$ cat src/rtl/pipeline_control_pkg.sv
// Shared types for the LC-3b pipeline sequencer: the bundled stage-register
// control word and its canonical settings.
package pipeline_control_pkg;

    typedef struct packed {
        logic pc_load;
        logic if_id_load;
        logic id_ex_load;
        logic ex_mem_load;
        logic mem_wb_load;
        logic if_id_flush;
        logic id_ex_flush;
        logic ex_mem_flush;
        logic mem_wb_flush;
    } pipe_ctrl_t;

    localparam pipe_ctrl_t CTRL_STALL = '0;

    localparam pipe_ctrl_t CTRL_RESET = '{
        pc_load: 1'b0,
        if_id_load: 1'b1, id_ex_load: 1'b1, ex_mem_load: 1'b1, mem_wb_load: 1'b1,
        if_id_flush: 1'b1, id_ex_flush: 1'b1, ex_mem_flush: 1'b1, mem_wb_flush: 1'b1
    };

    localparam pipe_ctrl_t CTRL_NORMAL = '{
        pc_load: 1'b1,
        if_id_load: 1'b1, id_ex_load: 1'b1, ex_mem_load: 1'b1, mem_wb_load: 1'b1,
        if_id_flush: 1'b0, id_ex_flush: 1'b0, ex_mem_flush: 1'b0, mem_wb_flush: 1'b0
    };

    // Fetch and decode hold; a bubble is loaded into ID/EX.
    localparam pipe_ctrl_t CTRL_LOAD_USE = '{
        pc_load: 1'b0,
        if_id_load: 1'b0, id_ex_load: 1'b1, ex_mem_load: 1'b1, mem_wb_load: 1'b1,
        if_id_flush: 1'b0, id_ex_flush: 1'b1, ex_mem_flush: 1'b0, mem_wb_flush: 1'b0
    };

    // Squash everything younger than the branch sitting in MEM.
    localparam pipe_ctrl_t CTRL_BRANCH = '{
        pc_load: 1'b1,
        if_id_load: 1'b1, id_ex_load: 1'b1, ex_mem_load: 1'b1, mem_wb_load: 1'b1,
        if_id_flush: 1'b1, id_ex_flush: 1'b1, ex_mem_flush: 1'b1, mem_wb_flush: 1'b0
    };

endpackage

$ cat src/rtl/handshake_latch.sv
// Sticky "response already seen" flag for a memory handshake that completed
// while the pipeline was still stalled on the other memory.
module handshake_latch (
    input  logic clk_i,
    input  logic rst_i,
    input  logic set_i,
    input  logic clr_i,
    output logic done_o
);

    logic done_q;

    always_ff @(posedge clk_i) begin
        if (rst_i) begin
            done_q <= 1'b0;
        end else if (clr_i) begin
            done_q <= 1'b0;
        end else if (set_i) begin
            done_q <= 1'b1;
        end
    end

    assign done_o = done_q;

endmodule

$ cat src/rtl/pipeline_control.sv
// Central sequencer for the 5-stage LC-3b pipeline: stage-register load/flush
// strobes, I/D memory handshakes and saturating stall/flush counters.
module pipeline_control
    import pipeline_control_pkg::*;
#(
    parameter int unsigned CNT_WIDTH = 16
) (
    input  logic                 clk,
    input  logic                 reset_sig,
    input  logic                 imem_resp,
    output logic                 imem_read,
    input  logic                 mem_stage_read,
    input  logic                 mem_stage_write,
    input  logic                 dmem_resp,
    output logic                 dmem_read,
    output logic                 dmem_write,
    input  logic                 load_use_hazard,
    input  logic                 br_taken,
    output logic                 pc_load,
    output logic                 if_id_load,
    output logic                 id_ex_load,
    output logic                 ex_mem_load,
    output logic                 mem_wb_load,
    output logic                 if_id_flush,
    output logic                 id_ex_flush,
    output logic                 ex_mem_flush,
    output logic                 mem_wb_flush,
    output logic [CNT_WIDTH-1:0] stall_count,
    output logic [CNT_WIDTH-1:0] flush_count
);

    logic                 ifetch_done_q;
    logic                 dmem_done_q;
    logic                 if_ok;
    logic                 mem_op;
    logic                 mem_ok;
    logic                 advance;
    pipe_ctrl_t           ctrl;
    logic [CNT_WIDTH-1:0] stall_q, stall_d;
    logic [CNT_WIDTH-1:0] flush_q, flush_d;

    assign if_ok   = imem_resp | ifetch_done_q;
    assign mem_op  = mem_stage_read | mem_stage_write;
    assign mem_ok  = ~mem_op | dmem_resp | dmem_done_q;
    assign advance = if_ok & mem_ok;

    handshake_latch u_ifetch_latch (
        .clk_i  (clk),
        .rst_i  (reset_sig),
        .set_i  (~advance & imem_resp),
        .clr_i  (advance),
        .done_o (ifetch_done_q)
    );

    handshake_latch u_dmem_latch (
        .clk_i  (clk),
        .rst_i  (reset_sig),
        .set_i  (~advance & dmem_resp),
        .clr_i  (advance),
        .done_o (dmem_done_q)
    );

    assign imem_read  = ~reset_sig & ~ifetch_done_q;
    assign dmem_read  = ~reset_sig & mem_stage_read  & ~dmem_done_q;
    assign dmem_write = ~reset_sig & mem_stage_write & ~dmem_done_q;

    // Branch outranks load-use: the dependent load's consumer is squashed anyway.
    always_comb begin
        ctrl = CTRL_STALL;
        if (reset_sig) begin
            ctrl = CTRL_RESET;
        end else if (!advance) begin
            ctrl = CTRL_STALL;
        end else if (br_taken) begin
            ctrl = CTRL_BRANCH;
        end else if (load_use_hazard) begin
            ctrl = CTRL_LOAD_USE;
        end else begin
            ctrl = CTRL_NORMAL;
        end
    end

    assign pc_load      = ctrl.pc_load;
    assign if_id_load   = ctrl.if_id_load;
    assign id_ex_load   = ctrl.id_ex_load;
    assign ex_mem_load  = ctrl.ex_mem_load;
    assign mem_wb_load  = ctrl.mem_wb_load;
    assign if_id_flush  = ctrl.if_id_flush;
    assign id_ex_flush  = ctrl.id_ex_flush;
    assign ex_mem_flush = ctrl.ex_mem_flush;
    assign mem_wb_flush = ctrl.mem_wb_flush;

    always_comb begin
        stall_d = stall_q;
        flush_d = flush_q;
        if (!advance && stall_q != '1) begin
            stall_d = stall_q + 1'b1;
        end
        if (advance && br_taken && flush_q != '1) begin
            flush_d = flush_q + 1'b1;
        end
    end

    always_ff @(posedge clk) begin
        if (reset_sig) begin
            stall_q <= '0;
            flush_q <= '0;
        end else begin
            stall_q <= stall_d;
            flush_q <= flush_d;
        end
    end

    assign stall_count = stall_q;
    assign flush_count = flush_q;

endmodule

$ cat config.mk
export PLATFORM = sky130hd
export DESIGN_NAME = pipeline_control
export DESIGN_NICKNAME = d
export VERILOG_FILES = /design/src/rtl/pipeline_control_pkg.sv /design/src/rtl/handshake_latch.sv /design/src/rtl/pipeline_control.sv
export SDC_FILE = /design/constraint.sdc
export NUM_CORES = 1
export LEC_CHECK = 0
export ABC_AREA = 1
export CAP_MARGIN = 20
export CORE_MARGIN = 1.5
export CORE_UTILIZATION = 53
export DETAILED_ROUTE_END_ITERATION = 12
export PLACE_DENSITY = 0.87
export SYNTH_ARGS = -nofsm -noshare
export SYNTH_HDL_FRONTEND = slang
export SYNTH_SLANG_ARGS = --single-unit
$ cat constraint.sdc
create_clock -name clk -period 2.5 [get_ports clk]
set_clock_uncertainty 0.05 [all_clocks]
set_input_delay 0.375 -clock clk [delete_from_list [all_inputs] [get_ports clk]]
set_output_delay 0.375 -clock clk [all_outputs]
set_load 0.02 [all_outputs]
Word-level counts from Yosys, hierarchy flattened

Index checks and enable logic that the tools add are counted.

$add $sub $neg: 2
Equality and inequality tests: 2
Multiplexer cells: 4
Bitwise gates (word level): 17
Reduce and logical (&&, ||, !) cells: 5

Operators by type and width:

| operator                                      | count |
|---|---|
| 2-to-1 mux 9 bit                              | 4 |
| adder 16 x 1 -> 16 bit, second input constant | 2 |
| != test 16 bit, second input constant         | 2 |
| AND 1 bit                                     | 8 |
| inverter 1 bit                                | 5 |
| OR 1 bit                                      | 4 |
| logical AND 1 bit                             | 3 |
| OR reduction 2 bit                            | 1 |
| logical NOT 1 bit                             | 1 |

Register bits after elaboration: 34
Input bits: 8
Output and inout port bits: 44
Logic and storage cells: 34

Longest topological paths before layout

Depth after elaboration: 7
Mapped depth: 10
Gate-level depth less buffers: 10

By module

Synthesis repeated with hierarchy kept, for this count alone.

Cell total of the unflattened synthesis: 331
Area total of the unflattened synthesis: 2,139.6 um^2

By module, submodules not included:

| module           | instances | cells an instance | area each (um^2) | sequential area each (um^2) |
|---|---|---|---|---|
| pipeline_control | 1         | 319               | 2,062.0          | 640.6 |
| handshake_latch  | 2         | 6                 | 38.8             | 20.0 |

Least setup slack after synthesis

No wires, ideal clock.

Path type: input to output
From: input imem_resp
To: output id_ex_load
Data arrival time: 1,363 ps
Required time: 2,075 ps
Setup slack: 712 ps
Stages: 5
Buffers on the path: 2
Path through: or2_1 nand2_4 buf_2 nand2_1 buf_4

Word-level cells in the longest chain between the ends: 4

RTL lines:

| item               | line                   | RTL |
|---|---|---|
| start: declaration | pipeline_control.sv:10 | `input logic imem_resp,` |
| OR 1 bit           | pipeline_control.sv:42 | `assign if_ok = imem_resp \| ifetch_done_q;` |
| AND 1 bit          | pipeline_control.sv:45 | `assign advance = if_ok & mem_ok;` |
| 2-to-1 mux 9 bit   | pipeline_control.sv:72 | `end else if (!advance) begin` |
| 2-to-1 mux 9 bit   | pipeline_control.sv:70 | `if (reset_sig) begin` |
| end: declaration   | pipeline_control.sv:21 | `output logic id_ex_load,` |

No other way between the ends.

Worst setup path after layout

From: input dmem_resp
To: output id_ex_flush

Word-level cells in the longest chain between the ends: 5

RTL lines:

| item                   | line                   | RTL |
|---|---|---|
| start: declaration     | pipeline_control.sv:14 | `input logic dmem_resp,` |
| OR 1 bit (2 in series) | pipeline_control.sv:44 | `assign mem_ok = ~mem_op \| dmem_resp \| dmem_done_q;` |
| AND 1 bit              | pipeline_control.sv:45 |  |
| 2-to-1 mux 9 bit       | pipeline_control.sv:72 |  |
| 2-to-1 mux 9 bit       | pipeline_control.sv:70 |  |
| end: declaration       | pipeline_control.sv:25 | `output logic id_ex_flush,` |

No other way between the ends.

==> reports/metrics.yaml <==
route:
  drt_pass1_iterations: 4
  wl_per_cell_um: 12.16
  drtAntennaViolNets: 0
  drt-initial-drc-count: 141
  via_count: 2233
  drc: 0
  vias_per_cell: 5.169
  wirelength_mm: 5.252
worst_setup_path:
  cp_data_required_time_ps: 2080
  crit_fanout: 4
  reg2reg_from: "stall_count[0]"
  path_buf_inv: 3
  critical_path.startpoint_type: "input pin"
  worst_path_most_repeated_cell: "clkdlybuf4s50_1"
  rrSetupSlack_ps: 760
  crit_family: "buffers and inverters"
  arrival_ps: 1930
  worstSetupPathType: "input pin to output port"
  path_cells: "clkdlybuf4s50_1 -> inv_1 -> nand3_2 -> nand2_4 -> o211ai_1 -> clkdlybuf4s50_1"
  reg2reg_to: "stall_count[4]"
  critPathSlowestCell: "clkdlybuf4s50_1"
  reg2reg_depth: 9
  worstSetupEndpointType: "output port"
  worst_path_largest_cell_delay_ps: 630
synth:
  synth_edf_count: 0
  synth_ff_type: "dfxtp_1"
  synth_common_cells: "nand2_1 (86), nor2_1 (76), dfxtp_1 (34)"
  synth_top_area_share_pct: 32.32
  synth.area.top_cells: "dfxtp_1 (32%), nand2_1 (15%), nor2_1 (14%)"
  synth-seq-cells: 34
  synthDistinctLibCells: 28
  ys_seq_area_share_pct: 32.32
  synth_nets: 341
  postSynthCellCount: 331
  yosysMostFrequentCell: "nand2_1"
  synth-async-reset-ratio_pct: 0
  yosysTopAreaCell: "dfxtp_1"
  netlist_area_um2: 2106
  syn_avg_cell_area_um2: 6.362
  ys_warn_count: 0
cells_and_area:
  area_growth_pct: 30.30
  drive_gt1_share_pct: 9.635
  multi_input_area_um2: 1239
  finalNonFillerCells: 432
  diodes: 0
  nets: 393
  post-route-util_pct: 73.30
  seq_area_um2: 680.7
  n_fill_cell: 309
pwr:
  p_leak_nw: 1.184
  powerDensity_nw_per_um2: 464.9
  ir_drop_v: 0.0003704
clock_tree:
  clockRootBuffer: "clkbuf_8"
  cts_resized: 0
  clkSinkCount: 34
  path_clk_slew_ps: 60
  h-tree-depth: 2
  clockBufferDepth: 2
  clk_latency_ps: 290
  numCtsBuffers: 5
  cts_hold_buf: 0
  cts_setup_buffers: 0
  cts_tree: "yes"
global_routing:
  grt.total_usage_pct: 27.00
  antenna_found_initial: 0
  grt_max_degree: 24
  grt_pass1_wl_mm: 9.301
  grt_pass1_vias: 2153
  grt-ovfl-total: 0
sta:
  fin_crit_sh_pct: 94.39
  slew_violations: 0
  hold-worst-slack_ps: 475.5
  finalSetupViolCount: 0
  fin_setup_tns_ps: 0
  fmax_mhz: 423.8
  setup_ws_ps: 140.3
  hold_viol_final: 0
  layout_min_cycle_time_ps: 2360
  worst_pin_slew_ps: 393.0
  relSlewSlack_pct: 73.74
  rsz0062_at_grt: "false"
floorplanning:
  io_pins: 52
  die-height_um: 66.03
  die_w_um: 66.03
  start_util_pct: 56.25
  rows: 22
  core-area_um2: 3744
  die_area_um2: 4360
outcome:
  status: "completed"
place:
  placed_cells: 424
  gp_congestion: 0.8387
  dp_slack_ps: 60.34
  port_buffers: 51
  dp_hpwl_mm: 3.714
min_path:
  hold_start: "stall_count[1]"
  worstHoldEndpoint: "stall_count[1]"
  hp-class: "register to register"
  whs_path_depth: 2
run:
  cap_violations: 0
flip-flops by register name, indices dropped and copies added (netlist names):
| register | flops |
|---|---|
| u_dmem_latch.done_o | 1 |
| flush_count | 16 |
| stall_count | 16 |
| u_ifetch_latch.done_o | 1 |
how the worst max path moves through the flow:
stage | from | endpoint | slack (ps) | cells past startpoint
2_1_floorplan | imem_resp | id_ex_load | 710 | 5
3_3_place_gp | imem_resp | pc_load | 80 | 7
3_5_place_dp | dmem_resp | pc_load | 60 | 8
4_1_cts | dmem_resp | pc_load | 50 | 8
5_1_grt | dmem_resp | id_ex_flush | 30 | 6
6_report | dmem_resp | id_ex_flush | 140 | 6
metal layers:
metal	GRT usage, %	share of wire, %
met2	46.59	47
met4	7.398	1.4
met1	33.37	44
met3	6.644	8.3
met5	0	0
stage by stage:
step           power [W]  instance area (um2)
2_1_floorplan  0.0007623                 2106
3_3_place_gp   0.0008612                 2640
3_5_place_dp   0.0008679                 2640
4_1_cts         0.001285                 2731
5_1_grt         0.001341                 2744
6_report        0.001276                 2744
final cells by class:
type                            count  share of cell area [%]
Clock inverter                      1                  0.1824
Inverter                           30                   4.104
Multi-Input combinational cell    256                   45.14
Tap cell                           48                   2.189
Sequential cell                    34                   24.81
Clock buffer                        7                   3.146
Timing Repair Buffer               56                   20.43
report_power, final:
group / total, W / internal [W] / leakage, nW / switching [W]
combinational: 0.000253 / 0.000112 / 0.858 / 0.000141
clock: 0.000421 / 0.000222 / 0.0482 / 0.000199
sequential: 0.000602 / 0.000566 / 0.277 / 0.0000360
total: 0.00128 / 0.000900 / 1.18 / 0.000376
cell families (layout without fill, tap and decap cells):
logic type	Yosys count	after routing	synth area share [%]
adders and majority gates	2	2	1.188
AOI/OAI and AO/OA	34	34	8.437
buffers and inverters	41	94	8.853
DFF	34	34	32.32
xor gates and xnor gates	12	12	4.991
and+or+nand+nor	208	208	44.21
worst min-delay path: cells and delay by family (launching register included):
| family | cells | cell delay (ps) |
|---|---|---|
| AND/OR/NAND/NOR | 2 | 150 |
| flip-flops | 1 | 340 |
cells in the final DEF, fill, tap and decap left out, drive strengths merged:
cell,count
ha,2
o21ai,20
nand4,11
or2,1
nor2,84
clkdlybuf4s50,46
clkinv,1
a31oi,2
nand3b,1
buf,5
a21oi,10
clkbuf,7
nor3,3
xor2,6
dfxtp,34
nand2,95
dlymetal6s2s,5
o211ai,2
xnor2,6
nand3,13
inv,30
No activity file was read; power rests on OpenSTA's default activity.
